[src/rtl/sm2201_camac_read_sequencer.sv]
// CAMAC dataway read sequencer for the sm2201 ISA-CAMAC board: one N/A/F read
// cycle per start pulse, with the captured word served to ISA as two bytes.
module sm2201_camac_read_sequencer #(
    parameter int SETTLE_CYCLES  = 2,
    parameter int STROBE_CYCLES  = 4,
    parameter int TIMEOUT_CYCLES = 64
) (
    input  logic        isa_clk,
    input  logic        isa_reset,
    input  logic        start,
    input  logic [11:0] cmd_addr,
    input  logic        byte_sel,
    input  logic        rd_strobe,
    output logic [7:0]  rd_data,
    output logic        busy,
    output logic        data_valid,
    output logic        cycle_err,
    output logic        isa_chrdy,
    output logic [11:0] cb_addr,
    output logic        cb_cx1,
    input  logic        cb_prr,
    input  logic        cb_zk4,
    input  logic [15:0] cb_data_in
);
    localparam int CW = $clog2(TIMEOUT_CYCLES);
    localparam logic [CW-1:0] SETTLE_LAST  = CW'(SETTLE_CYCLES - 1);
    localparam logic [CW-1:0] STROBE_LAST  = CW'(STROBE_CYCLES - 1);
    localparam logic [CW-1:0] TIMEOUT_LAST = CW'(TIMEOUT_CYCLES - 1);

    localparam logic [1:0] S_IDLE    = 2'd0;
    localparam logic [1:0] S_SETUP   = 2'd1;
    localparam logic [1:0] S_STROBE  = 2'd2;
    localparam logic [1:0] S_RELEASE = 2'd3;

    logic [1:0]    state_q, state_d;
    logic [CW-1:0] cnt_q, cnt_d;
    logic [11:0]   addr_q, addr_d;
    logic [15:0]   data_q, data_d;
    logic          valid_q, valid_d;
    logic          err_q, err_d;
    logic          chrdy_q, chrdy_d;

    always_comb begin
        state_d = state_q;
        cnt_d   = cnt_q;
        addr_d  = addr_q;
        data_d  = data_q;
        valid_d = valid_q;
        err_d   = err_q;
        chrdy_d = chrdy_q;
        case (state_q)
            S_IDLE: begin
                // A high-byte read completes the word; the accept below still wins.
                if (rd_strobe && byte_sel) valid_d = 1'b0;
                if (start && cb_zk4) begin
                    addr_d  = cmd_addr;
                    valid_d = 1'b0;
                    err_d   = 1'b0;
                    cnt_d   = '0;
                    state_d = S_SETUP;
                end
            end
            S_SETUP: begin
                if (!cb_zk4) begin
                    err_d   = 1'b1;
                    state_d = S_RELEASE;
                end else if (cnt_q == SETTLE_LAST) begin
                    cnt_d   = '0;
                    state_d = S_STROBE;
                end else begin
                    cnt_d = cnt_q + CW'(1);
                end
            end
            S_STROBE: begin
                if (!cb_zk4) begin
                    err_d   = 1'b1;
                    state_d = S_RELEASE;
                end else if (cnt_q >= STROBE_LAST && !cb_prr) begin
                    data_d  = cb_data_in;
                    valid_d = 1'b1;
                    state_d = S_RELEASE;
                end else if (cnt_q == TIMEOUT_LAST) begin
                    err_d   = 1'b1;
                    state_d = S_RELEASE;
                end else begin
                    cnt_d = cnt_q + CW'(1);
                end
            end
            default: state_d = S_IDLE;
        endcase
        // ISA wait state: held from a mid-cycle read until the edge back into IDLE.
        if (state_q == S_RELEASE) chrdy_d = 1'b1;
        else if (state_q != S_IDLE && rd_strobe) chrdy_d = 1'b0;
    end

    always_ff @(posedge isa_clk) begin
        if (isa_reset) begin
            state_q <= S_IDLE;
            cnt_q   <= '0;
            addr_q  <= '0;
            data_q  <= '0;
            valid_q <= 1'b0;
            err_q   <= 1'b0;
            chrdy_q <= 1'b1;
        end else begin
            state_q <= state_d;
            cnt_q   <= cnt_d;
            addr_q  <= addr_d;
            data_q  <= data_d;
            valid_q <= valid_d;
            err_q   <= err_d;
            chrdy_q <= chrdy_d;
        end
    end

    assign busy       = (state_q != S_IDLE);
    assign cb_cx1     = (state_q != S_STROBE);
    assign cb_addr    = addr_q;
    assign data_valid = valid_q;
    assign cycle_err  = err_q;
    assign isa_chrdy  = chrdy_q;
    assign rd_data    = byte_sel ? data_q[15:8] : data_q[7:0];
endmodule

[config.mk]
export PLATFORM = sky130hd
export DESIGN_NAME = sm2201_camac_read_sequencer
export DESIGN_NICKNAME = d
export VERILOG_FILES = /design/src/rtl/sm2201_camac_read_sequencer.sv
export SDC_FILE = /design/constraint.sdc
export NUM_CORES = 1
export LEC_CHECK = 0
export BUFFER_PORTS_ARGS = -buffer_cell sky130_fd_sc_hd__buf_2
export CAP_MARGIN = 15
export CORE_ASPECT_RATIO = 0.5
export CORE_MARGIN = 5
export CORE_UTILIZATION = 50
export DETAILED_ROUTE_END_ITERATION = 7
export GPL_ROUTABILITY_DRIVEN = 0
export GPL_TIMING_DRIVEN = 0
export PLACE_DENSITY = 0.82
export SETUP_SLACK_MARGIN = 0.3
export SYNTH_ARGS = -nofsm -noshare
export SYNTH_HDL_FRONTEND = slang
export SYNTH_SLANG_ARGS = --single-unit
[constraint.sdc]
create_clock -name isa_clk -period 2.4 [get_ports isa_clk]
set_input_delay 0.12 -clock isa_clk [delete_from_list [all_inputs] [get_ports isa_clk]]
set_output_delay 0.12 -clock isa_clk [all_outputs]
set_load 0.02 [all_outputs]
==> impl.org <==
** Critical path
- At the worst endpoint, the arrival time is around 2.2 ns.
- The worst setup path is launched from a flop.
- The worst setup path is captured at a flop.
- Flop2flop setup slack :: between 0.3 and 0.4 ns
- The critical path is of the reg -> reg type.
- Critical R2R Launch :: state_q[0]
- STA puts the critical path data required time at 2.56 ns.
- The worst register-to-register path has a depth of 8.
- Of all nets on the critical path, the largest fanout is 5.
- Terminus of the critical flop-to-flop path :: cnt_q[1]

** Timing
- Highest clock rate :: 0.483 GHz
- Final-report setup violation count :: 0
- The number of hold violations in the final report was 0.
- Worst Clk Skew :: roughly 0.0065 ns
- Max Slew Vio Count :: 0
- Setup TNS Final :: 0 ns
- The routed design could run at a clock period as short as 2.07 ns.
- Headroom to the max-slew limit came out at 62.3%.
- Slew of the pin with the lowest slew margin :: around 0.57 ns
- Unrepaired setup endpoints after global routing :: no
- In the finished design, the share of the clock period the worst path needs comes to 86.3%.

** Global routing
- Via count of the first global-routing pass :: 1692
- Entering global routing, the biggest net connects 13 pins.
- The first global-routing pass estimated between 7000 and 8000 um of wire.
- The number of antenna violations at the first check in global routing came to 0.
- Global routing used between 10% and 20% of the available tracks across all layers.
- Global routing finished with a remaining overflow of 0.

** Layout
- Area Overhead vs Synth :: 31.0%
- End-of-flow core utilization :: 69.4%
- In the layout the commonest cells are 62 x nand2_1, 59 x buf_2, 37 x dfxtp_1, 29 x a21oi_1.
- Fill count :: 272
- Of the cells placed in the final design, the portion with a size suffix greater than 1 is 32.1%.
- Antenna Diode Count :: 0
- Final-stage net count :: 338
- Leaving out fill and tap cells, the most frequent cell in the layout is nand2_1.

** Floorplan
- Core outline area :: 0.00351 sq mm
- The floorplan step defined a die boundary enclosing 0.00511 sq mm.
- 60 I/O pins were placed.
- In this run the core area contains 15 standard-cell rows.
- Initial cell density of the core :: 52.9%
- Measured along the x axis, the die boundary spans 96.2 um.
- Floorplan die height :: 53.1 um

** Run
- Max-cap violations in this run came to 0.

** Yosys
- After synthesis the cells add up to approximately 0.0019 sq mm.
- Dividing the synthesized area by the synthesized cell count gives between 8 and 9 sq um.
- During synthesis, Yosys emitted a total of 0 warnings.
- Number of storage elements in the synthesis netlist :: 39
- Synth cell types :: 38
- The number of nets in the synthesized netlist is 270.
- The most used flip-flop cell after synthesis is dfxtp_1.
- Of the synthesized area, sequential elements account for 42.0%.
- In this run, synthesis inferred 0 flip-flops with an integrated enable.
- Number of instances in the synthesized netlist :: 227
- For this run, asynchronously set or reset flops after synthesis account for 0%.

** Clock tree
- TritonCTS built the clock tree.
- For this design, the sink count on the clock tree is 39.
- The number of hold buffers added after CTS was 0.
- Clock tree synthesis selected as its root buffer the cell clkbuf_8.
- Clk slew on worst S/H paths :: 0.08 ns
- CTS built an H-tree with a depth of 2.
- Skew-Pair Late Insertion Delay :: 0.29 ns
- The clock passes through at most 2 buffers.
- In this run, CTS created clock tree buffers numbering 5.

** Power and ir drop
- Highest ir drop seen on vdd :: 369 uV
- Leakage power of the design :: 1.04 nW
- For this design the ratio of total power to cell area is 885 mW/mm^2.

** Routing
- The pre-antenna-repair detailed-routing pass consisted of 4 iterations.
- Summing over every cut layer, the via total after detailed routing is roughly 1800.
- In this run the remaining antenna-violating nets after routing total 0.
- After detailed routing, the total wire length is 4930 um.
- In the routed design, unresolved DRC markers number 0.
- Detailed Route Iter0 Violations :: 56
- Avg Vias per Cell :: 5.13
- Average wire length per cell after detail routing :: 14.2 um

** Run status
- The flow ran to the end, and the final reports show no timing, DRC or antenna violations.

** Place
- Port buffering added 57 buffers.
- Once detailed placement completed, the half-perimeter wirelength came to 3460 um.

** Hold path
- The path class of the tightest hold or removal check is in -> reg.
- For hold timing, the worst endpoint is data_q[2].
- Hold Crit Depth :: 3
- Hold Path Origin :: cb_data_in[2]
## where the power goes
part | switching (mW) | internal [mW] | total (mW)
registers | 0.0363 | 0.705 | 0.741
clock network | 0.235 | 0.416 | 0.651
logic | 0.424 | 0.338 | 0.762
total | 0.696 | 1.46 | 2.15
## timing repair
action,CTS,global route
endpoints found under the setup margin,6,16
hold endpoints to repair,0,0
gates resized for setup,3,14
pin swaps,1,4
setup buffers,3,1
## per-layer routing
layer  vias up  wire length, um  track usage, %  share of wire (%)
li1        907                -               -                  -
met1       828             2110            21.7                 43
met2        43             2510            35.3                 51
met3         3              281            3.98                5.7
met4         0               22            6.84               0.45
met5         -                0               0                  0
## flip-flops by register name (all words and copies together), names as in the netlist
name / count
state_q: 2
data_valid: 1
isa_chrdy: 1
cycle_err: 1
data_q: 16
cnt_q: 6
cb_addr: 12
## critical path, cell delays in order, from the launching register on
cell and delay, ns:
dfxtp_4 0.35, buf_6 0.12, ha_4 0.16, or3_1 0.36
a31o_1 0.27, a221oi_4 0.24, buf_6 0.16, mux2i_1 0.21
nor2_1 0.06
## layout make-up
type / count / area [sq um] / share of cell area (%)
buffer: 12 / 56.3 / 2.31
clock inverter: 2 / 60.1 / 2.47
tap: 51 / 63.8 / 2.62
multi-input combinational: 165 / 1030 / 42.3
inverter: 11 / 41.3 / 1.70
timing repair buffer: 61 / 323 / 13.3
sequential: 39 / 788 / 32.4
clock buffer: 6 / 72.6 / 2.98
## synthesized netlist by cell type (2+ instances only)
master,n,share of area [%]
a21boi_1,2,0.81
a21oi_1,29,7.8
a31oi_1,4,1.3
and3_1,3,1.0
buf_2,2,0.54
clkbuf_1,8,1.6
dfxtp_1,39,42
ha_1,8,5.4
inv_1,11,2.2
mux2_2,8,4.8
mux2i_1,5,2.7
nand2_1,62,13
nand2b_1,2,0.67
nand3_1,7,1.9
nor2_1,9,1.8
o21ai_0,3,0.81
o32ai_1,3,1.4
or3_1,2,0.67
## per-stage QoR
stage / hold WS (ns) / cells / instance area [sq um] / total power [mW] / worst slack [ns]
2_1_floorplan: 0.222 / 227 / 1860 / 1.20 / 0.336
3_3_place_gp: 0.359 / 335 / 2210 / 1.34 / 0.212
3_5_place_dp: 0.367 / 335 / 2210 / 1.36 / 0.152
4_1_cts: 0.0519 / 346 / 2370 / 2.07 / 0.310
5_1_grt: 0.0530 / 347 / 2430 / 2.27 / 0.254
6_report: 0.0579 / 347 / 2430 / 2.15 / 0.328
## worst max path at each step
stage	from	slack [ns]	cells past startpoint	end
after global routing	state_q[0]	0.25	8	cnt_q[1]
after floorplan	state_q[0]	0.34	8	cnt_q[4]
after detailed placement	state_q[0]	0.15	8	cnt_q[5]
after global placement	state_q[0]	0.21	8	cnt_q[4]
after CTS	state_q[1]	0.31	8	cnt_q[5]
final	state_q[0]	0.33	8	cnt_q[1]
## cell families (layout without fill, tap and decap cells)
logic type	count (synthesis)	after routing	synth area share [%]
simple gates	91	91	21.5
compound gates	53	53	18.3
flops	39	39	42.0
buf+inv	23	92	5.25
mux	13	13	7.54
fa+ha+maj	8	8	5.39
No activity file was read; power rests on OpenSTA's default activity.
